[src/rtl/alu_rx_deframer.sv]
// Serial-input deframer for the 32-bit serial ALU: reassembles B/A operands from
// eight DATA bytes, checks count/CRC/opcode on the CTL byte, emits one pulse per packet.
module alu_rx_deframer (
  input  logic        clk,
  input  logic        rst_n,
  input  logic        sin,
  output logic [31:0] a,
  output logic [31:0] b,
  output logic [2:0]  op,
  output logic        out_valid,
  output logic        err_valid,
  output logic [2:0]  err_flags
);

  localparam int         OP_W          = 3;
  localparam logic [3:0] BYTES_PER_PKT = 4'd8;
  localparam logic [3:0] BYTE_CNT_MAX  = 4'd9;

  localparam logic [2:0] FLAG_DATA = 3'b100;
  localparam logic [2:0] FLAG_CRC  = 3'b010;
  localparam logic [2:0] FLAG_OP   = 3'b001;

  typedef enum logic [2:0] {
    S_IDLE,
    S_TYPE,
    S_DATA,
    S_STOP,
    S_CHECK
  } state_t;

  state_t          state;
  state_t          state_nxt;

  logic [2:0]      bit_cnt;
  logic            type_ctl;
  logic [7:0]      byte_sr;
  logic [63:0]     operand;
  logic [3:0]      byte_cnt;
  logic            frame_err;
  logic [6:0]      ctl_word;

  logic [OP_W-1:0] ctl_op;
  logic [3:0]      ctl_crc;
  logic [3:0]      crc_calc;
  logic            op_legal;
  logic            chk_good;
  logic [2:0]      chk_flags;

  // CRC4, x^4+x+1, init 0, MSB first, no reflection / final xor.
  function automatic logic [3:0] crc4(input logic [67:0] msg);
    logic [3:0] c;
    logic       fb;
    c = 4'd0;
    for (int i = 67; i >= 0; i--) begin
      fb = c[3] ^ msg[i];
      c  = {c[2:0], 1'b0} ^ {2'b00, fb, fb};
    end
    return c;
  endfunction

  assign ctl_op   = ctl_word[6:4];
  assign ctl_crc  = ctl_word[3:0];
  assign crc_calc = crc4({operand, 1'b1, ctl_op});

  always_comb begin
    op_legal = 1'b0;
    case (ctl_op)
      3'b000, 3'b001, 3'b100, 3'b101: op_legal = 1'b1;
      default:                        op_legal = 1'b0;
    endcase
  end

  always_comb begin
    chk_good  = 1'b0;
    chk_flags = 3'b000;
    if ((byte_cnt != BYTES_PER_PKT) || frame_err) begin
      chk_flags = FLAG_DATA;
    end else if (ctl_crc != crc_calc) begin
      chk_flags = FLAG_CRC;
    end else if (!op_legal) begin
      chk_flags = FLAG_OP;
    end else begin
      chk_good = 1'b1;
    end
  end

  always_ff @(posedge clk or negedge rst_n) begin
    if (!rst_n) begin
      state <= S_IDLE;
    end else begin
      state <= state_nxt;
    end
  end

  always_comb begin
    state_nxt = state;
    case (state)
      S_IDLE:  if (!sin) state_nxt = S_TYPE;
      S_TYPE:  state_nxt = S_DATA;
      S_DATA:  if (bit_cnt == 3'd7) state_nxt = S_STOP;
      S_STOP:  state_nxt = (sin && type_ctl) ? S_CHECK : S_IDLE;
      // A start bit seen during CHECK begins the next byte immediately.
      S_CHECK: state_nxt = sin ? S_IDLE : S_TYPE;
      default: state_nxt = S_IDLE;
    endcase
  end

  always_ff @(posedge clk or negedge rst_n) begin
    if (!rst_n) begin
      bit_cnt   <= 3'd0;
      type_ctl  <= 1'b0;
      byte_sr   <= 8'd0;
      operand   <= 64'd0;
      byte_cnt  <= 4'd0;
      frame_err <= 1'b0;
      ctl_word  <= 7'd0;
      a         <= 32'd0;
      b         <= 32'd0;
      op        <= 3'd0;
      out_valid <= 1'b0;
      err_valid <= 1'b0;
      err_flags <= 3'd0;
    end else begin
      out_valid <= 1'b0;
      err_valid <= 1'b0;
      err_flags <= 3'd0;
      case (state)
        S_TYPE: begin
          type_ctl <= sin;
          bit_cnt  <= 3'd0;
        end
        S_DATA: begin
          byte_sr <= {byte_sr[6:0], sin};
          bit_cnt <= bit_cnt + 3'd1;
        end
        S_STOP: begin
          if (!sin) begin
            frame_err <= 1'b1;
          end else if (type_ctl) begin
            ctl_word <= byte_sr[6:0];
          end else begin
            operand <= {operand[55:0], byte_sr};
            if (byte_cnt != BYTE_CNT_MAX) byte_cnt <= byte_cnt + 4'd1;
          end
        end
        S_CHECK: begin
          byte_cnt  <= 4'd0;
          frame_err <= 1'b0;
          out_valid <= chk_good;
          err_valid <= !chk_good;
          err_flags <= chk_flags;
          if (chk_good) begin
            b  <= operand[63:32];
            a  <= operand[31:0];
            op <= ctl_op;
          end
        end
        default: ;
      endcase
    end
  end

endmodule

[config.mk]
export PLATFORM = sky130hd
export DESIGN_NAME = alu_rx_deframer
export DESIGN_NICKNAME = d
export VERILOG_FILES = /design/src/rtl/alu_rx_deframer.sv
export SDC_FILE = /design/constraint.sdc
export NUM_CORES = 1
export LEC_CHECK = 0
export ABC_CLOCK_PERIOD_IN_PS = 3590
export CORE_UTILIZATION = 53
export CTS_BUF_LIST = sky130_fd_sc_hd__clkbuf_4 sky130_fd_sc_hd__clkbuf_8
export DETAILED_ROUTE_END_ITERATION = 6
export HOLD_SLACK_MARGIN = 0.06
export PLACE_DENSITY = 0.78
export SETUP_SLACK_MARGIN = 0.1
export SYNTH_ARGS = -nofsm -noshare
export SYNTH_HDL_FRONTEND = slang
export SYNTH_SLANG_ARGS = --single-unit
export TNS_END_PERCENT = 5
[constraint.sdc]
create_clock -name clk -period 3.59 [get_ports clk]
set_clock_uncertainty 0.1 [all_clocks]
set_input_delay 0.359 -clock clk [delete_from_list [all_inputs] [get_ports clk]]
set_output_delay 0.359 -clock clk [all_outputs]
set_load 0.05 [all_outputs]
======== Yosys cells after proc, flatten, opt, wreduce, memory -nomap -nowiden ========
Cells that the tools add are included.
word-level totals
  memories ................................ 0
  bits of input ports ..................... 3
  output and inout port bits .............. 72
  latch bits .............................. 0
  memory bits (writable) .................. 0
  bits in read-only memories .............. 0
  register bits after elaboration ......... 163
  logic and storage cells ................. 203
cells by class
  divide/modulo/power cells ............... 0
  bitwise logic cells ..................... 134
  shifts and indexed selects .............. 0
  multiply operators ...................... 0
  muxes and demuxes ....................... 22
  add/subtract/negate cells ............... 2
  magnitude comparators ................... 0
  equality and inequality tests ........... 17
  reductions and logical operators ........ 14
operator list
  kind                 count
  $xor 4x2->4          66
  $xor 1x1->1          64
  $mux 3               5
  $pmux 3 s5           1
  $eq 3x3->1 const B   4
  $mux 4               3
  $ne 2x2->1 const B   6
  $mux 1               9
  $ne 4x4->1 const B   2
  $pmux 4 s2           1
  $eq 3x1->1 const B   2
  $eq 3x2->1 const B   2
  $logic_not 3->1      2
  $pmux 3 s2           1
  $reduce_and 2->1     3
  $reduce_and 3->1     2
  $add 4x1->4 const B  1
  $ne 4x4->1           1
  $reduce_and 4->1     1
  $reduce_bool 2->1    2
  $reduce_or 4->1      1
  $add 3x1->3 const B  1
  $xor 3x2->3          1
  $mux 2               1
  other kinds (6)      7

======== Longest topological paths before layout ========
  depth in word-level cells ............... 137
  mapped depth ............................ 10
  mapped depth without buffers ............ 8

======== Least setup slack after synthesis ========
No wires, ideal clock.
  path type ............................... register to register
  start point ............................. register operand[61]
  end point ............................... register b[10]
  path buffers ............................ 2
  cell stages (with the launch flop) ...... 11
  arrival ................................. 3300 ps
  path slack .............................. 65 ps
  clock period less this slack ............ 3525 ps
  path through ............................ dfrtp_1 > xor2_1 > xnor3_2 > xnor3_1 > xor3_1 > xnor3_1 > and3_1 > o221ai_4 > buf_6 > buf_8 > mux2_4
on the way
  word-level cells in the longest chain between the ends .. 92
  elaborated cells on any way between the ends .. 133
  those cells by class .................... eq/ne: 1; mux: 2; bitwise: 129; reduce/logical: 1
RTL lines
  element                                            RTL line  text
  start, declared                                    37        logic [63:0] operand;
  start signal, assigned                             142       operand <= {operand[55:0], byte_sr};
  $xor 1x1->1 (*)                                    55        fb = c[3] ^ msg[i];
  $xor 4x2->4 (*) (3 in series)                      56        c = {c[2:0], 1'b0} ^ {2'b00, fb, fb};
  $xor 1x1->1 / $xor 4x2->4 (equally long branches)  55, 56
  $xor 4x2->4 (*) (3 in series)                      56
  $xor 1x1->1 / $xor 4x2->4 (equally long branches)  55, 56
  $xor 4x2->4 (*) (3 in series)                      56
  $xor 1x1->1 / $xor 4x2->4 (equally long branches)  55, 56
  $xor 4x2->4 (*) (3 in series)                      56
  [... 65 more ...]                                  --
  $xor 1x1->1 / $xor 4x2->4 (equally long branches)  55, 56
  $xor 4x2->4 (*) (4 in series)                      56
  $xor 1x1->1 / $xor 4x2->4 (equally long branches)  55, 56
  $xor 4x2->4 (*)                                    56
  $ne 4x4->1 (*)                                     78        end else if (ctl_crc != crc_calc) begin
  $mux 1 (*)                                         78
  $mux 1 (*)                                         76        if ((byte_cnt != BYTES_PER_PKT) || frame_err) begin
  $reduce_and 2->1 (no line) (*)                     --
  end signal, assigned                               153       b <= operand[63:32];
  end, declared                                      8         output logic [31:0] b,
Every way passes the cells marked *; elsewhere a longest branch is shown, timed or not.
A chain may end at the register's enable or synchronous reset.

======== Worst setup path in the final report ========
  start point ............................. register operand[52]
  end point ............................... register a[29]
on the way
  word-level cells in the longest chain between the ends .. 80
  elaborated cells on any way between the ends .. 115
  those cells by class .................... eq/ne: 1; mux: 2; bitwise: 111; reduce/logical: 1
RTL lines
  element                                            RTL line  text
  $xor 1x1->1 (*)                                    55
  $xor 4x2->4 (*) (3 in series)                      56
  $xor 1x1->1 / $xor 4x2->4 (equally long branches)  55, 56
  $xor 4x2->4 (*) (3 in series)                      56
  $xor 1x1->1 / $xor 4x2->4 (equally long branches)  55, 56
  $xor 4x2->4 (*) (3 in series)                      56
  $xor 1x1->1 / $xor 4x2->4 (equally long branches)  55, 56
  $xor 4x2->4 (*) (3 in series)                      56
  [... 53 more ...]                                  --
  $xor 1x1->1 / $xor 4x2->4 (equally long branches)  55, 56
  $xor 4x2->4 (*) (4 in series)                      56
  $xor 1x1->1 / $xor 4x2->4 (equally long branches)  55, 56
  $xor 4x2->4 (*)                                    56
  $ne 4x4->1 (*)                                     78
  $mux 1 (*)                                         78
  $mux 1 (*)                                         76
  $reduce_and 2->1 (no line) (*)                     --
  end signal, assigned                               154       a <= operand[31:0];
  end, declared                                      7         output logic [31:0] a,
Marks and branches as above.

==> flow_summary.json <==
{
  "seq_area_frac_synth": 0.549,
  "ys_warn_count": 0,
  "antenna_left": 0,
  "clock_path_buffers": 2,
  "power_per_cell_area_nw_per_um2": 882,
  "dieArea_um2": 14500,
  "cts_inserted_buffers": 17,
  "die_y_um": 120,
  "die_w_um": 120,
  "drv_cap": 0,
  "syn2layout_area_growth_pct": 23.1,
  "yosysUniqueCellTypes": 37,
  "drc": 0,
  "worstSetupPathType": "flop to flop",
  "setup_viol": 0,
  "coreArea_um2": 13500,
  "vdd_drop_max_uv": 968,
  "synthCells": 488,
  "routed-via-count": 4151,
  "yosys.cell_count.top_type": "dfrtp_1",
  "cts_sinks": 163,
  "max_freq_mhz": 289,
  "nets": 602,
  "drtIter0Drc": 156,
  "synth_area_leader_cell": "dfrtp_1",
  "post-route-period-util": 0.963,
  "status": "completed",
  "multi_input_area_um2": 3320,
  "layout-drive-gt1-share": 0.376,
  "placedCellCount": 739,
  "worst_slew_pin_slew_ps": 829,
  "rsz0062_at_grt": "true",
  "post_drt_wl_per_cell_um": 18.1,
  "min_path_type": "flop to flop",
  "wl_mm": 14.2,
  "regArea_um2": 4090,
  "place_congestion": 0.760,
  "place_ws_ps": -53.0,
  "n_fill_cell": 960,
  "yosys_most_used_dff": "dfrtp_1",
  "end_kind": "flop",
  "start_util": 0.552,
  "antenna_found_initial": 0,
  "dr.pass1.iters": 4,
  "grt_first_pass_wirelength_mm": 23.5,
  "cp_common_cell": "xnor3_1",
  "cts_tree": "yes",
  "vias_per_cell": 5.30,
  "ys_top_cells_by_area": "dfrtp_1, mux2_2, xnor2_1",
  "final_area_um2": 9140,
  "finalPower_mw": 8.06,
  "grt_pass1_vias": 4469,
  "ios": 75,
  "io_buffers": 74,
  "track_usage": 0.217,
  "synth.avg_cell_area_um2": 15.2,
  "synth_seq_cells": 163,
  "cts_max_level": 4,
  "slowest_stage": "dfrtp_2",
  "post-route-util": 0.679,
  "slew_violations": 0,
  "post-route-min-period_ps": 3460,
  "whs_ps": 399,
  "rows": 42,
  "finalNonFillerCells": 783,
  "start_kind": "flop",
  "synth_top_area_share": 0.549,
  "async_flop_share": 1.00,
  "hold_viol_final": 0,
  "relSlewSlack": 0.445,
  "dpl_cell_area_um2": 8440,
  "n_antenna_cell": 0,
  "final.setup.worst_slack_ps": 131,
  "syn-num-nets": 496,
  "path_buf_inv": 4,
  "path_delay_family": "XOR/XNOR gates",
  "crit_chain": "xnor2_2 > xnor3_1 > xnor3_1 > buf_4 > xor3_1 > xnor3_1 > buf_4 > nor3_4 > o221ai_4 > buf_6 > buf_16 > mux2_4",
  "synthTopCellsByCount": "dfrtp_1, mux2_2, xnor2_1",
  "clk_pin_slew_ps": 80,
  "clk_latency_ps": 460,
  "cp_max_fo": 18,
  "synth_area_um2": 7420,
  "grt_start_max_net_pins": 93,
  "cp_data_arrival_time_ps": 3700,
  "synth_edf_count": 0,
  "dp_hpwl_mm": 9.78,
  "power_leakage_nw": 4.53,
  "overflow": 0,
  "cts_root_buf": "clkbuf_8",
  "critPathMaxStageDelay_ps": 470,
  "cp.required_ps": 3830,
  "final.setup.tns_ps": 0
}
[path summary, 6_finish.rpt]
path | start | cells past startpoint | slack [ps] | end
worst max-delay path | operand[52] | 12 | 130 | a[29]
worst min-delay path | op[1] | 1 | 400 | op[1]
worst max register to register | operand[52] | 12 | 130 | a[29]
worst min register to register | op[1] | 1 | 400 | op[1]
max in group asynchronous | rst_n | 3 | 2060 | operand[11]
min in group asynchronous | rst_n | 2 | 440 | b[19]
[cell usage in the layout (no fill, tap or decap), drive strengths merged, types with 3 or more instances in the layout]
cell	synthesis	routed
clkinv	1	4
ha	5	5
dfrtp	163	163
xnor3	23	23
nand3	3	3
o21ai	6	6
mux2	139	139
clkbuf	7	23
nand2	26	26
nor2	8	8
buf	9	28
inv	7	7
clkinvlp	0	3
clkdlybuf4s50	0	73
xnor2	54	54
bufinv	0	4
xor2	11	11
nor3	4	4
[per-layer routing]
| layer | share of wire | vias up | track usage |
|---|---|---|---|
| met4 | 0.020 | 0 | 0.0795 |
| li1 | - | 1906 | - |
| met5 | 0 | - | 0 |
| met2 | 0.52 | 76 | 0.366 |
| met1 | 0.43 | 2144 | 0.278 |
| met3 | 0.032 | 25 | 0.0462 |
[worst register-to-register path, delay by kind of cell, from the launching register on]
| kind | cells | cell delay [ps] |
|---|---|---|
| muxes | 1 | 310 |
| xor gates and xnor gates | 5 | 1460 |
| AOI/OAI and AO/OA | 1 | 140 |
| buffers and inverters | 4 | 640 |
| DFF | 1 | 470 |
| and+or+nand+nor | 1 | 230 |
[cell families (layout without fill, tap and decap cells)]
group | after synthesis | after routing | share of synthesized area
buffers and inverters | 24 | 143 | 0.0189
AOI/OAI and AO/OA | 14 | 14 | 0.0145
muxes | 139 | 139 | 0.220
and+or+nand+nor | 53 | 53 | 0.0357
xor gates and xnor gates | 90 | 90 | 0.153
DFF | 163 | 163 | 0.549
adders and majority gates | 5 | 5 | 0.00843
[what timing repair did]
action	4_1_cts	5_1_grt
buffers inserted	5	3
cloned	2	1
endpoints found under the hold margin	89	0
pin swaps	6	2
hold buffers	1	0
resized for setup	16	10
endpoints found under the setup margin	66	66
[where the power goes]
part           total [mW]  switching [mW]  internal [mW]
clock network        1.42           0.627          0.791
registers            2.39           0.314           2.08
logic                4.25            1.84           2.41
total                8.06            2.78           5.28
[flip-flops by register name, summed over array words and instances (netlist names)]
| register | cells |
|---|---|
| operand | 64 |
| a | 32 |
| b | 32 |
| byte_sr | 8 |
| ctl_word | 7 |
| byte_cnt | 4 |
| bit_cnt | 3 |
| err_flags | 3 |
| op | 3 |
| state | 3 |
| err_valid | 1 |
| frame_err | 1 |
| out_valid | 1 |
| type_ctl | 1 |
[layout make-up]
type | instances | area share
Clock buffer | 22 | 0.0297
Clock inverter | 10 | 0.0172
Inverter | 8 | 0.00329
Multi-Input combinational cell | 301 | 0.364
Sequential cell | 163 | 0.447
Tap cell | 176 | 0.0241
Timing Repair Buffer | 103 | 0.115
Note: power is estimated with default switching activity, not from simulation.
